File: config.mk
export PLATFORM = sky130hd
export DESIGN_NAME = zero_step_controller_flat
export DESIGN_NICKNAME = d
export VERILOG_FILES = /design/src/rtl/zero_step_controller_if.sv /design/src/rtl/zero_step_controller.sv /design/src/flat_wrapper.sv
export SDC_FILE = /design/constraint.sdc
export NUM_CORES = 1
export LEC_CHECK = 0
export BUFFER_PORTS_ARGS = -buffer_cell sky130_fd_sc_hd__buf_2
export CAP_MARGIN = 20
export CORE_MARGIN = 3
export CORE_UTILIZATION = 40
export CTS_BUF_LIST = sky130_fd_sc_hd__clkbuf_8
export CTS_CLUSTER_SIZE = 20
export DETAILED_ROUTE_END_ITERATION = 8
export PLACE_DENSITY_LB_ADDON = 0.08
export SYNTH_ARGS = -nofsm -noshare
export SYNTH_HDL_FRONTEND = slang
export SYNTH_SLANG_ARGS = --single-unit
File: constraint.sdc
create_clock -name clock -period 2.4 [get_ports clock]
set_input_delay 0.12 -clock clock [delete_from_list [all_inputs] [get_ports clock]]
set_output_delay 0.12 -clock clock [all_outputs]
set_load 0.01 [all_outputs]
File: src/rtl/zero_step_controller_if.sv
// rtl/zero_step_controller_if.sv - issue/done/drain handshake bundle for zero_step_controller
// master = controller side, slave = instruction datapath plus out-value consumer.
interface zero_step_controller_if #(
    parameter int MemoryElementWidth = 12,
    parameter int IpWidth            = 12
);
    logic                          execValid;
    logic [IpWidth-1:0]            execIp;
    logic                          execReady;
    logic                          doneValid;
    logic [IpWidth-1:0]            nextIp;
    logic                          outValid;
    logic [MemoryElementWidth-1:0] outData;
    logic                          drainValid;
    logic [MemoryElementWidth-1:0] drainData;
    logic                          drainReady;

    modport master (
        output execValid, execIp, drainValid, drainData,
        input  execReady, doneValid, nextIp, outValid, outData, drainReady
    );

    modport slave (
        input  execValid, execIp, drainValid, drainData,
        output execReady, doneValid, nextIp, outValid, outData, drainReady
    );
endinterface

File: src/rtl/zero_step_controller.sv
// rtl/zero_step_controller.sv - sequences a zero program: issues ips, counts steps, buffers out values
// Optional step limit enabled by defining ZERO_STEP_LIMIT_EN.
module zero_step_controller #(
    parameter int MemoryElementWidth = 12,
    parameter int IpWidth            = 12,
    parameter int NInstructions      = 2,
    parameter int NOut               = 4,
    parameter int MaxSteps           = 1000
) (
    input  logic                         clock,
    input  logic                         resetN,
    input  logic                         run,
    zero_step_controller_if.master       bus,
    output logic                         finished,
    output logic                         success,
    output logic [31:0]                  steps,
    output logic                         overflow,
    output logic                         timeout
);
    localparam int PtrW = $clog2(NOut);
    localparam int CntW = PtrW + 1;
    localparam logic [IpWidth-1:0] EndIp   = IpWidth'(NInstructions);
    localparam logic [CntW-1:0]    FullCnt = CntW'(NOut);

    typedef enum logic [1:0] {S_IDLE, S_ISSUE, S_WAIT, S_HALT} state_t;

    state_t                        state_q, state_d;
    logic [IpWidth-1:0]            ip_q, ip_d;
    logic [31:0]                   steps_q, steps_d;
    logic                          overflow_q, overflow_d;
    logic                          timeout_q, timeout_d;
    logic                          run_q;
    logic [PtrW-1:0]               wr_ptr_q, rd_ptr_q;
    logic [CntW-1:0]               count_q;
    logic [MemoryElementWidth-1:0] mem_q [NOut];

    logic run_rise, limit_hit, exec_valid, clear_fifo;
    logic push_req, push, pop, full, fifo_nonempty;

    assign run_rise      = run && !run_q;
    assign fifo_nonempty = (count_q != '0);
    assign full          = (count_q == FullCnt);
    assign pop           = fifo_nonempty && bus.drainReady;
    assign push_req      = (state_q == S_WAIT) && bus.doneValid && bus.outValid;
    // A pop in the same cycle frees a slot, so a full FIFO can still accept.
    assign push          = push_req && (!full || pop);

`ifdef ZERO_STEP_LIMIT_EN
    localparam logic [31:0] StepLimit = 32'(MaxSteps);
    assign limit_hit = (steps_q == StepLimit);
`else
    logic unused_max_steps;
    assign unused_max_steps = ^(32'(MaxSteps));
    assign limit_hit        = 1'b0;
`endif

    always_comb begin
        state_d    = state_q;
        ip_d       = ip_q;
        steps_d    = steps_q;
        overflow_d = overflow_q;
        timeout_d  = timeout_q;
        exec_valid = 1'b0;
        clear_fifo = 1'b0;
        case (state_q)
            S_IDLE, S_HALT: begin
                if (run_rise) begin
                    state_d    = S_ISSUE;
                    ip_d       = '0;
                    steps_d    = '0;
                    overflow_d = 1'b0;
                    timeout_d  = 1'b0;
                    clear_fifo = 1'b1;
                end
            end
            S_ISSUE: begin
                if (limit_hit) begin
                    timeout_d = 1'b1;
                    state_d   = S_HALT;
                end else if (ip_q >= EndIp) begin
                    state_d = S_HALT;
                end else begin
                    exec_valid = 1'b1;
                    if (bus.execReady) state_d = S_WAIT;
                end
            end
            S_WAIT: begin
                if (bus.doneValid) begin
                    steps_d = steps_q + 32'd1;
                    ip_d    = bus.nextIp;
                    state_d = S_ISSUE;
                end
            end
            default: state_d = S_IDLE;
        endcase
        if (push_req && full && !pop) overflow_d = 1'b1;
    end

    always_ff @(posedge clock or negedge resetN) begin
        if (!resetN) begin
            state_q    <= S_IDLE;
            ip_q       <= '0;
            steps_q    <= '0;
            overflow_q <= 1'b0;
            timeout_q  <= 1'b0;
            run_q      <= 1'b0;
        end else begin
            state_q    <= state_d;
            ip_q       <= ip_d;
            steps_q    <= steps_d;
            overflow_q <= overflow_d;
            timeout_q  <= timeout_d;
            run_q      <= run;
        end
    end

    always_ff @(posedge clock or negedge resetN) begin
        if (!resetN) begin
            wr_ptr_q <= '0;
            rd_ptr_q <= '0;
            count_q  <= '0;
        end else if (clear_fifo) begin
            wr_ptr_q <= '0;
            rd_ptr_q <= '0;
            count_q  <= '0;
        end else begin
            if (push) wr_ptr_q <= wr_ptr_q + PtrW'(1);
            if (pop)  rd_ptr_q <= rd_ptr_q + PtrW'(1);
            case ({push, pop})
                2'b10:   count_q <= count_q + CntW'(1);
                2'b01:   count_q <= count_q - CntW'(1);
                default: count_q <= count_q;
            endcase
        end
    end

    always_ff @(posedge clock) begin
        if (push) mem_q[wr_ptr_q] <= bus.outData;
    end

    assign bus.execValid  = exec_valid;
    assign bus.execIp     = exec_valid ? ip_q : '0;
    assign bus.drainValid = fifo_nonempty;
    assign bus.drainData  = fifo_nonempty ? mem_q[rd_ptr_q] : '0;
    assign finished       = (state_q == S_HALT) && !fifo_nonempty;
    assign success        = finished && !overflow_q && !timeout_q;
    assign steps          = steps_q;
    assign overflow       = overflow_q;
    assign timeout        = timeout_q;
endmodule
File: src/flat_wrapper.sv
// flat-port wrapper written by rule: the top's interface ports become plain ports
module zero_step_controller_flat 
#(
    parameter int MemoryElementWidth = 12,
    parameter int IpWidth            = 12,
    parameter int NInstructions      = 2,
    parameter int NOut               = 4,
    parameter int MaxSteps           = 1000
)
  (clock, resetN, run, finished, success, steps, overflow, timeout, bus_execValid, bus_execIp, bus_drainValid, bus_drainData, bus_execReady, bus_doneValid, bus_nextIp, bus_outValid, bus_outData, bus_drainReady);
  zero_step_controller_if #(.MemoryElementWidth(MemoryElementWidth), .IpWidth(IpWidth)) bus_i ();
  input  logic clock;
  input  logic resetN;
  input  logic run;
  output logic finished;
  output logic success;
  output logic [31:0] steps;
  output logic overflow;
  output logic timeout;
  output wire logic [$bits(bus_i.execValid)-1:0] bus_execValid;
  output wire logic [$bits(bus_i.execIp)-1:0] bus_execIp;
  output wire logic [$bits(bus_i.drainValid)-1:0] bus_drainValid;
  output wire logic [$bits(bus_i.drainData)-1:0] bus_drainData;
  input wire logic [$bits(bus_i.execReady)-1:0] bus_execReady;
  input wire logic [$bits(bus_i.doneValid)-1:0] bus_doneValid;
  input wire logic [$bits(bus_i.nextIp)-1:0] bus_nextIp;
  input wire logic [$bits(bus_i.outValid)-1:0] bus_outValid;
  input wire logic [$bits(bus_i.outData)-1:0] bus_outData;
  input wire logic [$bits(bus_i.drainReady)-1:0] bus_drainReady;
  assign bus_execValid = bus_i.execValid;
  assign bus_execIp = bus_i.execIp;
  assign bus_drainValid = bus_i.drainValid;
  assign bus_drainData = bus_i.drainData;
  assign bus_i.execReady = bus_execReady;
  assign bus_i.doneValid = bus_doneValid;
  assign bus_i.nextIp = bus_nextIp;
  assign bus_i.outValid = bus_outValid;
  assign bus_i.outData = bus_outData;
  assign bus_i.drainReady = bus_drainReady;
  zero_step_controller #(.MemoryElementWidth(MemoryElementWidth), .IpWidth(IpWidth), .NInstructions(NInstructions), .NOut(NOut), .MaxSteps(MaxSteps)) u_core (.clock(clock), .resetN(resetN), .run(run), .bus(bus_i), .finished(finished), .success(success), .steps(steps), .overflow(overflow), .timeout(timeout));
endmodule
==> reports/qor.yml <==
crit_arrival_ps: 2540
power.leakage_nw: 2.52
drive_gt1_share_pct: 27.2
worstSetupEndpointType: "flop"
crit_buf_inv: 1
htree_num_levels: 3
intPower_mw: 3.08
grt_pass1_vias: 3302
period_needed_ps: 2250
std_cell_rows: 38
avgSynthCellArea_um2: 12.7
hold_path.class: "in -> reg"
drc: 0
io_buffers: 80
slowest_stage: "or4_1"
vias_per_cell: 5.11
hold_violations: 0
seqPwrFrac_pct: 46.1
io_pins: 93
start_kind: "flop"
antennaDiodeCount: 0
synth.area.top_cells: "edfxtp_1 31%, dfrtp_1 29%, mux4_2 5.8%"
cpLargestDelayFamily: "simple AND/OR/NAND/NOR gates"
status: "finished, final reports clean"
max_freq_ghz: 0.444
worstPathMaxFanout: 7
final_max_slew_viol_count: 0
yosys.area.top_type: "edfxtp_1"
antenna_found_initial: 0
fin_nets: 524
path_depth: 8
grtUsageTotal_pct: 15.5
reg2reg_to: "u_core.count_q[2]"
path_cells: "inv_1, ha_2, nand3_1, nand2_1, nor2_1, fa_1, or4_1, a31oi_1"
postCtsSetupRepairBufs: 0
cts_buffers: 9
tightest_slew_ps: 618
netlist_area_um2: 4690
relSlewSlack_pct: 58.8
first_pass_iters: 4
rrSetupSlack_ps: 150
critical_path_class: "reg -> reg"
synth_top_area_share_pct: 30.7
place_worst_setup_slack_ps: 111
clockBufferDepth: 2
cp-endpoint: "u_core.count_q[2]"
switching_share_pct: 33.8
clk_latency_ps: 360
startpoint: "u_core.state_q[0]"
cts_sinks: 103
netSwitchingPower_mw: 1.57
pwr_density_cell_nw_per_um2: 816
setup_viol: 0
die_h_um: 114
grt_pass1_wl_um: 16000
synth.distinct_cells: 41
synth_cells: 369
power_frac_clock_pct: 21.5
cts_tree: "built"
nFillCells: 1004
finalPower_mw: 4.66
synth_most_common_cell: "dfrtp_1"
wire_per_inst_um: 15.1
core_area_um2: 11100
ant_nets: 0
yosysWarnings: 0
combPwrFrac_pct: 32.4
cp_data_required_time_ps: 2690
num_vias: 3212
ys_async_sr_fraction_pct: 53.4
path_clk_slew_ps: 100
start_util_pct: 42.2
die_x_um: 114
rsz0062_at_grt: "no"
drtIter0Drc: 154
wl_um: 9520
dieArea_um2: 13100
gp_congestion: 0.754
synth_edf_count: 48
synthTopCellsByCount: "55 x dfrtp_1, 48 x edfxtp_1, 31 x nor2_1"
timing.final.ws_setup_ps: 149
setup_tns_ps: 0
cp_slowest_stage_delay_ps: 520
r2r_start: "u_core.state_q[0]"
synth_seq_cells: 103
finalCritPeriodShare_pct: 93.8
cts_root_buf: "clkbuf_8"
ys_seq_area_share_pct: 60.1
grt_max_degree: 31
dp.final_hpwl_um: 6470
grt_overflow: 0
ys.flop_type: "dfrtp_1"
fin_skew_ps: 13.8
ir_drop_uv: 600
syn_to_final_growth_pct: 21.8
reg2regPathDepth: 8
hold_start: "bus_execReady"
max_cap_violations: 0
registers in the layout, summed over array words and instances (netlist names):
register         count
u_core.overflow      1
u_core.count_q       3
u_core.wr_ptr_q      2
u_core.mem_q        48
u_core.run_q         1
u_core.ip_q         12
u_core.state_q       2
u_core.steps        32
u_core.rd_ptr_q      2
worst register-to-register path: stages, from the launching register on:
cell and delay (ps):
dfrtp_1 430, inv_1 70, ha_2 230, nand3_1 140, nand2_1 140, nor2_1 60
fa_1 430, or4_1 530, a31oi_1 160
per-stage QoR:
stage	std cells	util [%]	hold WS, ps	area, µm²
2_1_floorplan	380	-	-176	4730
3_3_place_gp	586	47.3	52.7	5260
3_5_place_dp	586	47.3	54.0	5260
4_1_cts	628	51.3	63.7	5700
5_1_grt	629	51.3	90.9	5710
6_report	629	51.3	81.0	5710
power groups by stage:
stage               logic, mW  clock network (mW)  registers (mW)
finish                   1.51                1.00            2.15
global route             1.68                1.11            2.17
CTS                      1.53                1.05            2.15
detailed placement       1.49                   0            2.18
global placement         1.48                   0            2.18
floorplan                1.04                   0            2.13
metal layers:
metal	global-route usage [%]	part of all wire [%]	vias up	wire, µm
li1	-	-	1558	-
met5	0	0	-	0
met3	3.38	4.2	10	404
met4	4.91	1.5	0	139
met1	19.5	44	1558	4190
met2	26.5	50	86	4780
cell usage in the layout, fill, tap and decap left out, drive strengths merged, types with 2 or more instances in the layout:
cell,netlist,layout
conb,1,12
clkinvlp,0,2
nor2,31,31
xnor2,4,4
clkbuf,10,10
nor4,3,3
xor2,18,18
mux4,12,12
a21oi,15,15
nor4b,2,2
a22o,15,15
dfrtp,55,55
edfxtp,48,48
nand2,11,11
inv,9,11
and3,7,7
nand4,15,15
or4,3,3
ha,8,8
clkinv,0,2
nand3,14,14
and4,4,4
o21ai,15,15
dlygate4sd3,0,26
buf,19,96
or3,11,11
nor2b,2,2
mux2,2,2
o31ai,2,2
and2,21,21
repair_timing:
item,in CTS,in global routing
setup endpoints to repair,0,2
hold buffers,26,0
hold endpoints to repair,75,0
resized for setup,0,1
how the worst min path moves through the flow:
stage | endpoint | slack [ps] | cells after the start
final | u_core.state_q[0] | 80 | 3
after global routing | u_core.state_q[0] | 90 | 3
after CTS | u_core.state_q[0] | 60 | 3
after detailed placement | u_core.steps[14] | 50 | 1
after global placement | u_core.steps[15] | 50 | 1
after floorplan | u_core.count_q[0] | -180 | 0
layout make-up:
type / count / area (µm²) / share of cell area, %
flip-flops and latches: 103 / 2820 / 49.3
well taps: 140 / 175 / 3.07
clock inverters: 6 / 42.5 / 0.745
multi-input cells: 239 / 1730 / 30.2
inverters: 9 / 33.8 / 0.591
repair buffers: 122 / 781 / 13.7
clock buffers: 10 / 138 / 2.41
logic make-up after synthesis:
logic type      count (synthesis)  share of synthesized area (%)
compound gates                 54                           7.84
buf+inv                        38                           4.11
other cells                     1                         0.0800
flops                         103                           60.1
xor+xnor                       22                           4.11
simple gates                  127                           14.8
mux                            15                           6.46
fa+ha+maj                       9                           2.56
Power figures use the tool's default switching activity.
